<file path="src/rtl/packet_seq_pkg.sv">
// Shared types for the packet sequencer: FSM states, outcome codes, default widths.
// Latency: n/a (types only).
// Backpressure: n/a.
package packet_seq_pkg;

    localparam int WORD_WIDTH_DEF = 16;
    localparam int HOP_WIDTH_DEF  = 8;

    typedef enum logic [3:0] {
        S_IDLE,
        S_DCHK_EN,
        S_DCHK_GO,
        S_DCHK_WAIT,
        S_DECIDE,
        S_NH_EN,
        S_NH_GO,
        S_NH_WAIT,
        S_TX_WAIT,
        S_DELIVER,
        S_DROP,
        S_FIN
    } seq_state_t;

    typedef enum logic [1:0] {
        RES_NONE      = 2'd0,
        RES_DELIVERED = 2'd1,
        RES_FORWARDED = 2'd2,
        RES_DROPPED   = 2'd3
    } result_t;

    typedef enum logic [1:0] {
        DROP_NONE        = 2'd0,
        DROP_HOP_LIMIT   = 2'd1,
        DROP_NO_NEXT_HOP = 2'd2,
        DROP_TIMEOUT     = 2'd3
    } drop_reason_t;

endpackage

</file>
<file path="src/rtl/seq_watchdog.sv">
// Wait-state watchdog: counts cycles spent waiting and flags expiry on the TIMEOUT-th one.
// Latency: expired is combinational from the registered count.
// Backpressure: none; clear has priority over counting.
module seq_watchdog #(
    parameter int TIMEOUT = 255
) (
    input  logic clock,
    input  logic nrst,
    input  logic clear,
    input  logic count_en,
    output logic expired
);

    localparam int CW = (TIMEOUT > 1) ? $clog2(TIMEOUT) : 1;
    localparam logic [CW-1:0] LAST = CW'(TIMEOUT - 1);

    logic [CW-1:0] count;

    always_ff @(posedge clock or negedge nrst) begin
        if (!nrst) begin
            count <= '0;
        end else if (clear) begin
            count <= '0;
        end else if (count_en && (count != LAST)) begin
            count <= count + CW'(1);
        end
    end

    assign expired = count_en && !clear && (count == LAST);

endmodule

</file>
<file path="src/rtl/packet_sequencer.sv">
// Per-packet controller: destination check, next-hop select, then deliver / forward / drop.
// Latency: start to deliver pulse 5 cycles best case; done pulse one cycle after outcome.
// Backpressure: tx_req held until tx_ack; starts while busy are dropped; watchdog bounds every wait.
module packet_sequencer
    import packet_seq_pkg::*;
#(
    parameter int WORD_WIDTH = WORD_WIDTH_DEF,
    parameter int HOP_WIDTH  = HOP_WIDTH_DEF,
    parameter int MAX_HOPS   = 15,
    parameter int TIMEOUT    = 255
) (
    input  logic                  clock,
    input  logic                  nrst,
    input  logic                  en,
    input  logic                  start,
    input  logic [WORD_WIDTH-1:0] MY_NODE_ID,
    input  logic [WORD_WIDTH-1:0] pkt_dest_id,
    input  logic [HOP_WIDTH-1:0]  pkt_hop_count,
    output logic                  dchk_en,
    output logic                  dchk_start,
    output logic [WORD_WIDTH-1:0] dchk_dest_id,
    input  logic                  dchk_done,
    input  logic                  dchk_iamDest,
    output logic                  nh_en,
    output logic                  nh_start,
    input  logic                  nh_done,
    input  logic                  nh_valid,
    input  logic [WORD_WIDTH-1:0] nh_id,
    output logic                  deliver,
    output logic                  tx_req,
    input  logic                  tx_ack,
    output logic [WORD_WIDTH-1:0] tx_next_hop,
    output logic [HOP_WIDTH-1:0]  tx_hop_count,
    output logic                  busy,
    output logic                  done,
    output logic [1:0]            result,
    output logic [1:0]            drop_reason
);

    localparam logic [HOP_WIDTH-1:0] MAX_HOPS_W = HOP_WIDTH'(MAX_HOPS);

    seq_state_t           state;
    logic [HOP_WIDTH-1:0] hop_q;
    logic                 iam_dest_q;
    logic                 in_wait;
    logic                 wd_clear;
    logic                 wd_expired;

    // Address matching lives in the external check unit; the node ID is not needed here.
    logic unused_node_id;
    assign unused_node_id = ^MY_NODE_ID;

    always_comb begin
        in_wait  = (state == S_DCHK_WAIT) || (state == S_NH_WAIT) || (state == S_TX_WAIT);
        wd_clear = !in_wait
                 || ((state == S_DCHK_WAIT) && dchk_done)
                 || ((state == S_NH_WAIT)   && nh_done)
                 || ((state == S_TX_WAIT)   && tx_ack);
    end

    seq_watchdog #(
        .TIMEOUT (TIMEOUT)
    ) u_watchdog (
        .clock    (clock),
        .nrst     (nrst),
        .clear    (wd_clear),
        .count_en (in_wait),
        .expired  (wd_expired)
    );

    // Outputs are registered alongside the state transition so they match the state they decode.
    always_ff @(posedge clock or negedge nrst) begin
        if (!nrst) begin
            state        <= S_IDLE;
            hop_q        <= '0;
            iam_dest_q   <= 1'b0;
            dchk_en      <= 1'b0;
            dchk_start   <= 1'b0;
            dchk_dest_id <= '0;
            nh_en        <= 1'b0;
            nh_start     <= 1'b0;
            deliver      <= 1'b0;
            tx_req       <= 1'b0;
            tx_next_hop  <= '0;
            tx_hop_count <= '0;
            busy         <= 1'b0;
            done         <= 1'b0;
            result       <= RES_NONE;
            drop_reason  <= DROP_NONE;
        end else begin
            dchk_en    <= 1'b0;
            dchk_start <= 1'b0;
            nh_en      <= 1'b0;
            nh_start   <= 1'b0;
            deliver    <= 1'b0;
            done       <= 1'b0;
            case (state)
                S_IDLE: begin
                    if (en && start) begin
                        dchk_dest_id <= pkt_dest_id;
                        hop_q        <= pkt_hop_count;
                        result       <= RES_NONE;
                        drop_reason  <= DROP_NONE;
                        dchk_en      <= 1'b1;
                        busy         <= 1'b1;
                        state        <= S_DCHK_EN;
                    end
                end
                S_DCHK_EN: begin
                    dchk_start <= 1'b1;
                    state      <= S_DCHK_GO;
                end
                S_DCHK_GO: begin
                    state <= S_DCHK_WAIT;
                end
                S_DCHK_WAIT: begin
                    if (dchk_done) begin
                        iam_dest_q <= dchk_iamDest;
                        state      <= S_DECIDE;
                    end else if (wd_expired) begin
                        result      <= RES_DROPPED;
                        drop_reason <= DROP_TIMEOUT;
                        state       <= S_DROP;
                    end
                end
                S_DECIDE: begin
                    if (iam_dest_q) begin
                        deliver <= 1'b1;
                        result  <= RES_DELIVERED;
                        state   <= S_DELIVER;
                    end else if (hop_q >= MAX_HOPS_W) begin
                        result      <= RES_DROPPED;
                        drop_reason <= DROP_HOP_LIMIT;
                        state       <= S_DROP;
                    end else begin
                        nh_en <= 1'b1;
                        state <= S_NH_EN;
                    end
                end
                S_NH_EN: begin
                    nh_start <= 1'b1;
                    state    <= S_NH_GO;
                end
                S_NH_GO: begin
                    state <= S_NH_WAIT;
                end
                S_NH_WAIT: begin
                    if (nh_done) begin
                        if (nh_valid) begin
                            tx_next_hop  <= nh_id;
                            tx_hop_count <= (hop_q == '1) ? hop_q : hop_q + HOP_WIDTH'(1);
                            tx_req       <= 1'b1;
                            state        <= S_TX_WAIT;
                        end else begin
                            result      <= RES_DROPPED;
                            drop_reason <= DROP_NO_NEXT_HOP;
                            state       <= S_DROP;
                        end
                    end else if (wd_expired) begin
                        result      <= RES_DROPPED;
                        drop_reason <= DROP_TIMEOUT;
                        state       <= S_DROP;
                    end
                end
                S_TX_WAIT: begin
                    if (tx_ack) begin
                        tx_req <= 1'b0;
                        result <= RES_FORWARDED;
                        done   <= 1'b1;
                        state  <= S_FIN;
                    end else if (wd_expired) begin
                        tx_req      <= 1'b0;
                        result      <= RES_DROPPED;
                        drop_reason <= DROP_TIMEOUT;
                        state       <= S_DROP;
                    end
                end
                S_DELIVER: begin
                    done  <= 1'b1;
                    state <= S_FIN;
                end
                S_DROP: begin
                    done  <= 1'b1;
                    state <= S_FIN;
                end
                S_FIN: begin
                    busy  <= 1'b0;
                    state <= S_IDLE;
                end
                default: begin
                    busy  <= 1'b0;
                    state <= S_IDLE;
                end
            endcase
        end
    end

endmodule

</file>
<file path="config.mk">
export PLATFORM = sky130hd
export DESIGN_NAME = packet_sequencer
export DESIGN_NICKNAME = d
export VERILOG_FILES = /design/src/rtl/packet_seq_pkg.sv /design/src/rtl/seq_watchdog.sv /design/src/rtl/packet_sequencer.sv
export SDC_FILE = /design/constraint.sdc
export NUM_CORES = 1
export LEC_CHECK = 0
export CELL_PAD_IN_SITES_DETAIL_PLACEMENT = 1
export CELL_PAD_IN_SITES_GLOBAL_PLACEMENT = 2
export CORE_MARGIN = 2
export CORE_UTILIZATION = 26
export DETAILED_ROUTE_END_ITERATION = 8
export PLACE_DENSITY_LB_ADDON = 0.1
export SETUP_SLACK_MARGIN = 0.05
export SYNTH_ARGS = -nofsm -noshare
export SYNTH_HDL_FRONTEND = slang
export SYNTH_SLANG_ARGS = --single-unit
</file>
<file path="constraint.sdc">
create_clock -name clock -period 2.1 [get_ports clock]
set_input_delay 0.42 -clock clock [delete_from_list [all_inputs] [get_ports clock]]
set_output_delay 0.42 -clock clock [all_outputs]
set_load 0.03 [all_outputs]
</file>
==> results of run 1 <==
sequential cells by signal (all words and copies together) (netlist names):
name              cells
dchk_dest_id         16
tx_next_hop          16
hop_q                 8
tx_hop_count          8
u_watchdog.count      8
state                 4
drop_reason           2
result                2
busy                  1
dchk_en               1
dchk_start            1
deliver               1
done                  1
iam_dest_q            1
nh_en                 1
nh_start              1
tx_req                1
cell families (layout without fill, tap and decap cells):
group	Yosys count	in the layout
buf+inv	22	156
fa+ha+maj	3	3
simple gates	217	217
compound gates	52	52
flops	73	73
mux	4	4
xor+xnor	9	9
worst paths after layout:
kind | startpoint | endpoint
setup / recovery | state[1] | drop_reason[0]
hold / removal | nrst | state[1]
setup reg to reg | state[1] | drop_reason[0]
hold reg to reg | tx_next_hop[14] | tx_next_hop[14]
max in group asynchronous | nrst | u_watchdog.count[1]
min in group clock | tx_next_hop[14] | tx_next_hop[14]
cell type report:
class | count | area [um^2] | share of cell area [%]
timing repair buffer | 134 | 1266 | 24.54
tap | 172 | 215.2 | 4.171
multi-input combinational | 285 | 1496 | 29.00
clock buffer | 11 | 252.7 | 4.898
inverter | 6 | 22.52 | 0.4365
clock inverter | 5 | 77.57 | 1.503
sequential | 73 | 1829 | 35.45
worst max-delay path, stage by stage, from the launching register on:
cell and delay, ns:
dfrtp_1 0.46, buf_4 0.19, and4b_1 0.20, and2_1 0.18, nor3_4 0.34, nand3_1 0.13, o32a_1 0.34
power by group:
part / switching (mW) / internal [mW]
combinational: 1.80 / 1.44
clock: 0.607 / 1.10
sequential: 0.395 / 1.91
total: 2.80 / 4.45
metal layers:
layer / share of wire (%) / up-vias
li1: - / 1525
met1: 48 / 1431
met2: 45 / 83
met3: 5.3 / 12
met4: 1.9 / 0
met5: 0 / -
layout by cell type, fill, tap and decap left out, types with 5 or more instances in the layout:
cell,count
inv_1,5
buf_4,34
xnor2_1,5
o21ai_0,12
nand3_1,7
nor2_1,25
nand2b_1,6
nand2_1,141
clkbuf_16,9
nor3_1,11
a21oi_1,11
clkdlybuf4s50_1,99
dfrtp_1,71
synth_stat cells, drive strengths merged, types with 4 or more instances:
| master | instances | area [um^2] |
|---|---|---|
| buf | 7 | 46.29 |
| nand2 | 142 | 535.5 |
| inv | 5 | 18.77 |
| nand3 | 7 | 35.03 |
| nor2 | 25 | 93.84 |
| xnor2 | 5 | 43.79 |
| and3 | 4 | 25.02 |
| o21ai | 13 | 65.06 |
| dfrtp | 73 | 1827 |
| nand2b | 6 | 37.54 |
| a21oi | 11 | 55.05 |
| and2 | 5 | 32.53 |
| clkbuf | 9 | 33.78 |
| nor3 | 12 | 71.32 |
| a31oi | 5 | 37.53 |
| xor2 | 4 | 35.03 |
==> run summary, run 1 <==
Mapped Nets: 448
Mapped Area: 0.003422 mm^2
R2R depth: 6
Post-route DRC: 0
Placed cell count: 670
Largest driver fanout on the critical path: 8
Hold crit path type: input port to async pin
Cells after Synth: 380
Number of flip-flops and latches in the synthesized netlist: 73
Overall overflow remaining after global route: 0
Total core area: 0.01272 mm^2
Starting density of the core: 26.90%
Minimum setup slack in the final design: 0.1280 ns
Share of cells above drive strength 1: 12.65%
Final instance count without filler cells: 686
Fin Clk Skew: 0.008088 ns
Number of buffers created by CTS: 9
Synthesized area per cell: 9.005 um^2
Met3 track utilization from global routing: 4.054%
Remaining antenna violation count: 0
Maximum level of the CTS H-tree: 3
Crit path kind: register to register
Number of DRC violations after detailed-routing iteration 0: 89
Portion of the post-synthesis area used by sequential elements: 53.38%
Simple-Gate Fraction of Synth Area: 28.92%
Number of enable flip-flop cells after synthesis: 0
First-pass GRT wire length: 16,930 um
Period utilization: 93.90%
Filler instances: 1,516
Routing layer with the top usage in global route: met2
Count of cells resized by post-cts repair: 0
Peak clock frequency supported by timing: 0.5071 GHz
Final std cell area, no fill: 0.005160 mm^2
Critical path capture point type: register
Die width: 118.7 um
Total setup buffers inserted after CTS: 0
Worst-path clk slew: 0.06 ns
TritonCTS clock tree: yes
Number of warnings issued by yosys: 0
Number of nets in the final layout: 577
Sum of internal, switching and leakage power: 7.251 mW
Leakage power: 2.370 nW
GR met2 Demand/Resource: 23.85%
Setup Viol. Count Final: 0
Combinational family with the most area after synthesis: simple AND/OR/NAND/NOR gates
Clock sink count: 73
CTS max path bufs: 2
Result of the run: finished, final reports clean
Maxcap violations: 0
Die Footprint: 0.01410 mm^2
Predominant post-synthesis flop cell: dfrtp_1
Tot GR Track Use: 15.18%
Post-synthesis share of cell area spent on full adders, half adders and majority gates: 1.097%
Slew Limit Headroom: 68.19%
Top-level port count: 117
Slew of the pin with the lowest slew margin: 0.4722 ns
Area of placed instances: 0.004823 mm^2
Area growth, synth to finish: 50.79%
DR vias: 3,051
Number of global-route vias before repair: 3,320
Routability Congestion: 0.7714
Final-report max-slew violation count: 0
Required time of the critical path: 2.32 ns
Ys async rst share: 100.0%
N_diodes: 0
Row Count: 41
Period minus WS final: 1.972 ns
R2r setup slk: 0.13 ns
Crit path arrival time: 2.19 ns
Post-CTS Hold Fix Bufs: 0
Clock tree root driver cell: clkbuf_16
Pin count of the biggest net entering global routing: 47
Drt first pass iters: 4
Die Span Y: 118.7 um
Met1 routing resource usage after global routing: 19.55%
Parity-gate share of the synthesized area counting xor and xnor cells: 2.303%
Hold Fails Final Rpt: 0
Initial antenna violation count: 0
CP startpoint kind: register
Fraction of the mapped netlist area in compound gates: 10.09%
RSZ-0062 raised after global routing: yes
Routed via count divided by cell count: 4.448
Clk_lat worst skew: 0.34 ns
Mux share of post-synthesis cell area: 1.207%
Final core utilization: 40.56%
Hpwl dp: 7367 um
PD cells: 1405 mW/mm^2
# port buffers: 100
Number of distinct library cells after synthesis: 56
Peak supply drop: 0.5794 mV
Routed len/inst: 14.74 um
Total Routed Length: 10,110 um
Sum of negative setup slack: 0 ns
Final hold slack: 0.01336 ns
Post-Place Setup Slack: -0.1369 ns
Power figures use the tool's default switching activity.
==> run 2: changes to the inputs <==
--- a/config.mk
+++ b/config.mk
@@ -5,11 +5,13 @@
 export SDC_FILE = /design/constraint.sdc
 export NUM_CORES = 1
 export LEC_CHECK = 0
+export ABC_AREA = 1
 export CELL_PAD_IN_SITES_DETAIL_PLACEMENT = 1
 export CELL_PAD_IN_SITES_GLOBAL_PLACEMENT = 2
 export CORE_MARGIN = 2
-export CORE_UTILIZATION = 26
+export CORE_UTILIZATION = 25
 export DETAILED_ROUTE_END_ITERATION = 8
+export HOLD_SLACK_MARGIN = 0.12
 export PLACE_DENSITY_LB_ADDON = 0.1
 export SETUP_SLACK_MARGIN = 0.05
 export SYNTH_ARGS = -nofsm -noshare
==> run summary, run 2 <==
Minimum setup slack in the final design: 0.2208 ns
Number of flip-flops and latches in the synthesized netlist: 73
Result of the run: finished, final reports clean
Hpwl dp: 7218 um
Post-route DRC: 0
Total setup buffers inserted after CTS: 0
Fin Clk Skew: 0.008337 ns
Period utilization: 89.49%
# port buffers: 100
Number of global-route vias before repair: 3,077
Cells after Synth: 400
Sum of internal, switching and leakage power: 7.110 mW
Peak clock frequency supported by timing: 0.5321 GHz
Pin count of the biggest net entering global routing: 44
Total core area: 0.01319 mm^2
Share of cells above drive strength 1: 11.75%
Largest registers: dchk_dest_id: 16 flops, tx_next_hop: 16 flops
Crit path kind: register to output port
Slew of the pin with the lowest slew margin: 0.4454 ns
Number of DRC violations after detailed-routing iteration 0: 127
Delay-heaviest family, CP: buffers and inverters
Setup Viol. Count Final: 0
DR vias: 2,962
Net switching power: 2.902 mW
Die Footprint: 0.01444 mm^2
Tot GR Track Use: 14.25%
Die Span Y: 120.2 um
Worst stage delay on the critical path: 0.71 ns
Post-Place Setup Slack: 0.1490 ns
Slew Limit Headroom: 70.31%
Required time of the critical path: 1.68 ns
Clock sink count: 73
Most frequent cell after synthesis: nand2_1
Cell Chain, Critical Path: clkdlybuf4s50_1
Mapped Area: 0.003373 mm^2
Die width: 120.2 um
Count of cells resized by post-cts repair: 0
Highest-count cells in the layout ignoring fill and taps: nand2_1 (147), clkdlybuf4s50_1 (99), dfrtp_1 (73)
Drt first pass iters: 4
Final-report max-slew violation count: 0
Sum of negative setup slack: 0 ns
Top-level port count: 117
Critical path capture point type: output port
Mapped Nets: 468
Routed len/inst: 13.91 um
Number of buffers created by CTS: 9
First-pass GRT wire length: 15,990 um
Final std cell area, no fill: 0.004984 mm^2
Worst-path clk slew: 0.06 ns
Commonest non-fill, non-tap cell in the layout: nand2_1
Routed via count divided by cell count: 4.262
Period minus WS final: 1.879 ns
Area growth, synth to finish: 47.74%
Number of nets in the final layout: 582
Number of enable flip-flop cells after synthesis: 0
Clock Power Share: 23.5%
CTS max path bufs: 2
Clk_lat worst skew: 0.34 ns
Post-CTS Hold Fix Bufs: 1
Crit path max-delay cell type: clkdlybuf4s50_1
Number of buffers and inverters on the critical path: 1
Total Routed Length: 9669 um
Number of distinct library cells after synthesis: 31
Portion of the post-synthesis area used by sequential elements: 54.15%
Peak supply drop: 0.5366 mV
Overall overflow remaining after global route: 0
Top cells by count, synth: nand2_1 (147), dfrtp_1 (73), inv_1 (32)
Leakage power: 2.394 nW
Register share of total power: 32.5%
Remaining antenna violation count: 0
Post-synth top area share: 54.15%
Row Count: 42
RSZ-0062 raised after global routing: no
Switching Fraction: 40.82%
Number of warnings issued by yosys: 0
N_diodes: 0
TritonCTS clock tree: yes
Hold crit path type: register to register
Hold Fails Final Rpt: 0
Largest driver fanout on the critical path: 2
Synthesized area per cell: 8.433 um^2
Crit path arrival time: 1.46 ns
Routability Congestion: 0.7928
Comb pwr share: 43.9%
Dominant cells by area after synthesis: dfrtp_1 (54%), nand2_1 (16%), o21ai_0 (3.7%)
Predominant post-synthesis flop cell: dfrtp_1
CP startpoint kind: register
Int Pwr: 4.208 mW
Starting density of the core: 25.57%
Cell type with the highest aggregate area in the netlist: dfrtp_1
Maxcap violations: 0
Initial antenna violation count: 0
Area of placed instances: 0.004654 mm^2
Clock tree root driver cell: clkbuf_16
Ys async rst share: 100.0%
PD cells: 1427 mW/mm^2
Maximum level of the CTS H-tree: 3
## run 2: cell count changes after synthesis, moves of 6 or more
cell      previous run  this run
inv_2                0        12
nand2b_1             6         0
inv_1                5        32
nor3_1              11         5
o21ai_0             12        25
nor2_1              25        19
nand3_1              7        14
clkbuf_1             9         2
nand2_2              1         7
nand2_1            141       147
## run 2: worst paths after layout
path	startpoint	to	slack, ns	cells past startpoint
min in group asynchronous	nrst	nh_start	0.56	2
max in group asynchronous	nrst	hop_q[4]	0.96	3
worst max register to register	hop_q[0]	result[1]	0.32	10
worst max-delay path	tx_hop_count[4]	tx_hop_count[4]	0.22	1
worst min register to register	dchk_dest_id[3]	dchk_dest_id[3]	0.47	2
worst min-delay path	dchk_dest_id[3]	dchk_dest_id[3]	0.47	2
## run 2: cells by family (layout without fill, tap and decap cells)
| family | after synthesis | in the layout | share of synthesized area [%] |
|---|---|---|---|
| XOR/XNOR | 7 | 7 | 1.818 |
| buffers and inverters | 53 | 172 | 6.120 |
| adder cells (fa/ha/maj) | 3 | 3 | 1.113 |
| flip-flops | 73 | 73 | 54.15 |
| AO/OA/AOI/OAI | 47 | 47 | 7.382 |
| AND/OR/NAND/NOR | 217 | 217 | 29.41 |
## run 2: per-stage QoR
step / utilization (%) / hold WS (ns) / std cells
final: 37.78 / 0.4719 / 695
after floorplan: - / 0.1244 / 400
after CTS: 37.78 / 0.4797 / 695
after global placement: 35.29 / 0.3984 / 678
after global routing: 37.78 / 0.5038 / 695
after detailed placement: 35.29 / 0.3987 / 678
## run 2: layer usage
metal | up-vias | track usage (%) | wire [um]
met3 | 13 | 4.420 | 674
met2 | 88 | 20.38 | 3923
met4 | 0 | 6.838 | 193
met5 | - | 0 | 0
met1 | 1374 | 19.47 | 4878
li1 | 1487 | - | -
## run 2: power groups by stage
stage,clock network [mW],logic (mW),registers (mW)
6_report,1.67,3.12,2.31
2_1_floorplan,0,1.09,3.05
4_1_cts,1.73,3.17,2.32
3_5_place_dp,0,3.16,2.34
5_1_grt,1.78,3.42,2.40
3_3_place_gp,0,3.13,2.32
## run 2: layout make-up
| type | count | area [um^2] |
|---|---|---|
| clock buffers | 10 | 229.0 |
| clock inverters | 6 | 90.09 |
| fillers | 1551 | 8207 |
| inverters | 45 | 168.9 |
| multi-input cells | 274 | 1340 |
| flip-flops and latches | 73 | 1827 |
| well taps | 176 | 220.2 |
| repair buffers | 111 | 1109 |
